===== src/rtl/riscv_pkg.sv =====
// Shared RV32M definitions for the execute-stage arithmetic blocks.
// Holds op encodings, the datapath width and the divider state type.
package riscv_pkg;
  localparam int XLEN = 32;

  localparam logic [1:0] OP_DIV  = 2'b00;
  localparam logic [1:0] OP_DIVU = 2'b01;
  localparam logic [1:0] OP_REM  = 2'b10;
  localparam logic [1:0] OP_REMU = 2'b11;

  typedef enum logic [1:0] {
    IDLE,
    CALC,
    FIN
  } div_state_t;

  // Two's complement negate; 0x80000000 maps onto itself.
  function automatic logic [XLEN-1:0] neg2(input logic [XLEN-1:0] v);
    return {XLEN{1'b0}} - v;
  endfunction

  function automatic logic [XLEN-1:0] abs_if(input logic [XLEN-1:0] v, input logic en);
    return (en && v[XLEN-1]) ? neg2(v) : v;
  endfunction
endpackage


===== src/rtl/divisor_secuencial_restador.sv =====
// Combinational trial subtractor for the restoring divider.
// neg flags a negative difference, i.e. the divisor did not fit.
module restador #(
  parameter int W = 33
) (
  input  logic [W-1:0] a,
  input  logic [W-1:0] b,
  output logic [W-1:0] D,
  output logic         neg
);
  assign D   = a - b;
  assign neg = D[W-1];
endmodule


===== src/rtl/divisor_secuencial.sv =====
// Multi-cycle restoring divider for RV32M DIV/DIVU/REM/REMU, one quotient bit per clock.
// state | meaning
// IDLE  | waiting for start; latches operands, resolves B=0 and signed-overflow fast paths
// CALC  | 32 shift-and-subtract iterations
// FIN   | applies result signs, registers S, pulses done
module divisor_secuencial #(
  parameter int XLEN = 32
) (
  input  logic            clk,
  input  logic            rst,
  input  logic            start,
  input  logic [1:0]      op,
  input  logic [XLEN-1:0] A,
  input  logic [XLEN-1:0] B,
  output logic            busy,
  output logic            done,
  output logic [XLEN-1:0] S
);
  import riscv_pkg::*;

  localparam logic [4:0]      LAST    = 5'(XLEN - 1);
  localparam logic [XLEN-1:0] MIN_NEG = {1'b1, {(XLEN-1){1'b0}}};

  div_state_t      state;
  logic [1:0]      op_r;
  logic [XLEN-1:0] dvd;     // dividend shifting out, quotient shifting in
  logic [XLEN-1:0] dvs;
  logic [XLEN-1:0] rem;
  logic [4:0]      cnt;
  logic            q_neg;
  logic            r_neg;
  logic            fast;

  logic            sgn_in;
  logic            rem_sel;
  logic [XLEN:0]   shifted;
  logic [XLEN:0]   diff;
  logic            neg;
  logic [XLEN-1:0] res;

  assign sgn_in  = (op == OP_DIV) || (op == OP_REM);
  assign rem_sel = (op_r == OP_REM) || (op_r == OP_REMU);
  assign shifted = {rem, dvd[XLEN-1]};

  restador #(.W(XLEN + 1)) u_restador (
    .a   (shifted),
    .b   ({1'b0, dvs}),
    .D   (diff),
    .neg (neg)
  );

  always_comb begin
    res = rem_sel ? rem : dvd;
    if (!fast && (rem_sel ? r_neg : q_neg)) res = neg2(res);
  end

  always_ff @(posedge clk or posedge rst) begin
    if (rst) begin
      state <= IDLE;
      busy  <= 1'b0;
      done  <= 1'b0;
      S     <= '0;
      op_r  <= '0;
      dvd   <= '0;
      dvs   <= '0;
      rem   <= '0;
      cnt   <= '0;
      q_neg <= 1'b0;
      r_neg <= 1'b0;
      fast  <= 1'b0;
    end else begin
      done <= 1'b0;
      case (state)
        IDLE: begin
          if (start) begin
            op_r  <= op;
            busy  <= 1'b1;
            cnt   <= '0;
            q_neg <= sgn_in & (A[XLEN-1] ^ B[XLEN-1]);
            r_neg <= sgn_in & A[XLEN-1];
            dvs   <= abs_if(B, sgn_in);
            // fast-path results are preloaded into the quotient/remainder slots
            if (B == '0) begin
              fast  <= 1'b1;
              dvd   <= '1;
              rem   <= A;
              state <= FIN;
            end else if (sgn_in && A == MIN_NEG && B == '1) begin
              fast  <= 1'b1;
              dvd   <= MIN_NEG;
              rem   <= '0;
              state <= FIN;
            end else begin
              fast  <= 1'b0;
              dvd   <= abs_if(A, sgn_in);
              rem   <= '0;
              state <= CALC;
            end
          end
        end
        CALC: begin
          rem <= neg ? shifted[XLEN-1:0] : diff[XLEN-1:0];
          dvd <= {dvd[XLEN-2:0], ~diff[XLEN]};
          cnt <= cnt + 5'd1;
          if (cnt == LAST) state <= FIN;
        end
        FIN: begin
          S     <= res;
          done  <= 1'b1;
          busy  <= 1'b0;
          state <= IDLE;
        end
        default: state <= IDLE;
      endcase
    end
  end
endmodule


===== config.mk =====
export PLATFORM = sky130hd
export DESIGN_NAME = divisor_secuencial
export DESIGN_NICKNAME = d
export VERILOG_FILES = /design/src/rtl/riscv_pkg.sv /design/src/rtl/divisor_secuencial_restador.sv /design/src/rtl/divisor_secuencial.sv
export SDC_FILE = /design/constraint.sdc
export NUM_CORES = 1
export LEC_CHECK = 0
export CORE_ASPECT_RATIO = 0.5
export CORE_MARGIN = 1
export CORE_UTILIZATION = 30
export DETAILED_ROUTE_END_ITERATION = 10
export SETUP_SLACK_MARGIN = 0.3
export SLEW_MARGIN = 10
export SYNTH_ARGS = -nofsm -noshare
export SYNTH_HDL_FRONTEND = slang
export SYNTH_SLANG_ARGS = --single-unit

===== constraint.sdc =====
create_clock -name clk -period 5.6 [get_ports clk]
set_clock_uncertainty 0.15 [all_clocks]
set_input_delay 0.56 -clock clk [delete_from_list [all_inputs] [get_ports clk]]
set_output_delay 0.56 -clock clk [all_outputs]
set_load 0.05 [all_outputs]

==> results by group <==
Status
  – Outcome: finished clean

Route
  – WL final: 30.7 mm
  – DR vias: ~9000
  – Via density: 5.15
  – Drt first pass iters: 6
  – Iter 0 DRT Violations: 815
  – Final ANT Viol Nets: 0
  – DRC viols: 0
  – Wire per inst: roughly 17 um

STA
  – Max Clk Rate: 239 MHz
  – Max transition margin: around 17%
  – RSZ-0062 raised after global routing: no
  – Final Hold Vio Count: 0
  – Final setup fails: 0
  – PnR worst setup slack: 1420 ps
  – Fin crit share: 74.7%
  – Worst Tran Pin Value: 1240 ps
  – Final Critical Period: 4180 ps
  – Max-slew violation count: 0
  – Setup_tns: 0 ps

Synth
  – Synth Cell Area: 10300 um^2
  – Share of synthesized registers carrying an async set or reset: between 90% and 100%
  – Mean cell area of the mapped netlist: 8.03 um^2
  – Primary FF master, synth: dfrtp_1
  – Post-synthesis sequential area ratio: between 30% and 40%
  – EDFF count, synth: 0
  – Yosys Warn Count: 0
  – #FFs+latches synth: 141
  – Post-synth net total: 1393
  – Cells after Synth: 1285
  – Netlist cell types: 62

Placement
  – Post-DP HPWL: 23.4 mm
  – Inst Count DP: 1763
  – Post-placement setup slack: 1110 ps
  – Area of placed instances: 11700 um^2
  – I/O Buffers: between 100 and 150
  – GPL Wtd Cong: about 0.94

Floorplanning
  – Initial core utilization: 30.8%
  – Die Y: 133 um
  – Row Count: 47
  – Core area: 33500 um^2
  – DIE AREA: 35200 um^2
  – Boundary Pins: 103
  – Die X: between 200 and 300 um

Global routing
  – Vias in the first global route: 8794
  – Overall Global Routing Usage: 17.7%
  – First-pass GRT wire length: 49.3 mm
  – Initial antenna violation count: 2
  – Grt ovf: 0
  – Largest net degree at the start of global routing: 67

Clocking
  – Clock latency on the worst-skew pair: 430 ps
  – CTS H-Tree Depth: 4
  – Post-CTS Resized: 0
  – Root Buffer: clkbuf_16
  – Clock-pin slew on the worst setup and hold paths: ~70 ps
  – Hold buffers post-CTS: 0
  – Sink Count: between 100 and 150
  – Worst-case clock buffer depth: 2
  – CTS tree: built
  – Post-CTS Setup Inserts: 0
  – CTS Buf Count: 17

Final layout
  – Share of post-route cells with drive strength above 1: 5.47%
  – Diodes inserted: 0
  – Final Instance Count excl. Fillers: approximately 1800
  – Register area: around 3500 um^2
  – Area of the multi-input gates: 6280 um^2
  – Post-route cell area: 12300 um^2
  – Fill cells: 3430
  – Area delta synth->final: 19.7%
  – Final nets: between 1000 and 1500

Flow run
  – Maxcap violations: 0

Critical path
  – Critical path type: register to register
  – Critical-path top delay cell: a31oi_1
  – CP max FO: 40
  – Worst EP required: 5760 ps
  – CP cell instances: inv_1 -> ha_1 -> fa_1 -> nor2b_1 -> o31a_1 -> o31ai_1 -> a21o_1 -> a31oi_1 -> a21oi_1 -> xor2_4 -> buf_12 -> mux2_2 -> a221oi_1 -> nor2_1
  – Top delay family on crit path: compound AO/OA/AOI/OAI gates
  – Largest stage delay, worst path: 440 ps
  – WP data arrival: 4350 ps
  – Buffers & Inverters on Critical Path: 2
  – CP endpoint kind: register
  – Worst setup SP type: register

Power
  – P_leak: a little over 5 nW
  – PwrDens: 713 nW/um^2
  – Peak supply drop: around 0.00036 V

Min path
  – Worst Hold Class: input pin to async pin
## cell usage after synthesis, types with 11 or more instances
cell	n	area [um^2]
nand2_1	173	649
o21ai_0	154	771
dfrtp_1	141	3530
nor2_1	103	387
a21oi_1	88	440
xnor2_1	60	526
inv_1	59	221
clkbuf_1	57	214
xor2_1	54	473
a31oi_1	39	244
ha_1	38	475
mux2i_1	34	340
nor3_1	32	160
a221oi_1	29	254
nand3_1	22	110
a21o_1	15	113
and3_1	15	93.8
nand4_1	14	87.6
o31ai_1	13	97.6
mux2_2	12	135
buf_2	11	55.1
## flip-flops by register name (all words and copies together) (netlist names), 2 cells and up
register  count
dvs          32
cnt           5
state         2
dvd          32
rem          32
S            32
## through the flow
| step | total power, mW | utilization, % | hold WS, ps |
|---|---|---|---|
| 5_1_grt | 9.55 | 36.9 | 338 |
| 3_3_place_gp | 7.44 | 35.0 | 311 |
| 3_5_place_dp | 7.50 | 35.0 | 321 |
| 4_1_cts | 8.79 | 36.9 | 312 |
| 6_report | 8.80 | 36.9 | 305 |
| 2_1_floorplan | 6.07 | - | 298 |
## worst paths after layout
| check | from | end | slack, ps | cells past startpoint |
|---|---|---|---|---|
| max | dvd[31] | rem[3] | 1420 | 14 |
| min | rst | S[4] | 310 | 2 |
| max reg2reg | dvd[31] | rem[3] | 1420 | 14 |
| min reg2reg | S[6] | S[6] | 330 | 2 |
| max in group asynchronous | rst | op_r[1] | 3910 | 3 |
| min in group clk | S[6] | S[6] | 330 | 2 |
## layout by cell type, fill, tap and decap left out, drive strengths merged, types with 4 or more instances in the layout
master         netlist  layout
xor2                54      54
and3                15      15
clkdlybuf4s50        0     102
dfrtp              141     141
a21o                15      15
nand3               22      22
ha                  38      38
nand2b              10      10
clkbuf              57      20
buf                 18      10
nand2              173     173
or2                  6       6
a31oi               39      39
nor2b                9       9
a221oi              29      29
mux2i               34      34
bufinv               0       5
o211ai               5       5
o21ai              154     154
a2111oi              4       4
o41ai                7       7
and2                10      10
inv                 59      59
o31ai               13      13
xnor2               60      60
nand4               15      15
a21oi               88      88
nor2               104     104
or4                  7       7
nor3                34      34
o21a                 6       6
mux2                12      12
nor4                10      10
or3                  8       8
## logic make-up (layout without fill, tap and decap cells)
group / count (synthesis) / after routing / share of synthesized area [%]
adder cells (fa/ha/maj): 39 / 39 / 4.80
AO/OA/AOI/OAI: 382 / 382 / 22.2
AND/OR/NAND/NOR: 429 / 429 / 19.3
XOR/XNOR: 114 / 114 / 9.68
buffers and inverters: 134 / 202 / 5.26
flip-flops: 141 / 141 / 34.2
multiplexers: 46 / 46 / 4.61
## metal layers
layer	global-route usage, %	part of all wire [%]
met1	25.2	49
met3	4.03	6.5
met2	27.0	43
met5	0	0.036
met4	4.26	1.4
## power breakdown
part,internal (mW),switching (mW)
logic,2.28,3.15
registers,1.55,0.563
clock network,0.811,0.454
## layout make-up
class	instances	share of cell area, %
well taps	441	4.47
repair buffers	112	8.98
inverters	59	1.83
flip-flops and latches	141	28.6
multi-input cells	1010	50.9
clock buffers	20	3.70
clock inverters	11	1.55
Note: power is estimated with default switching activity, not from simulation.
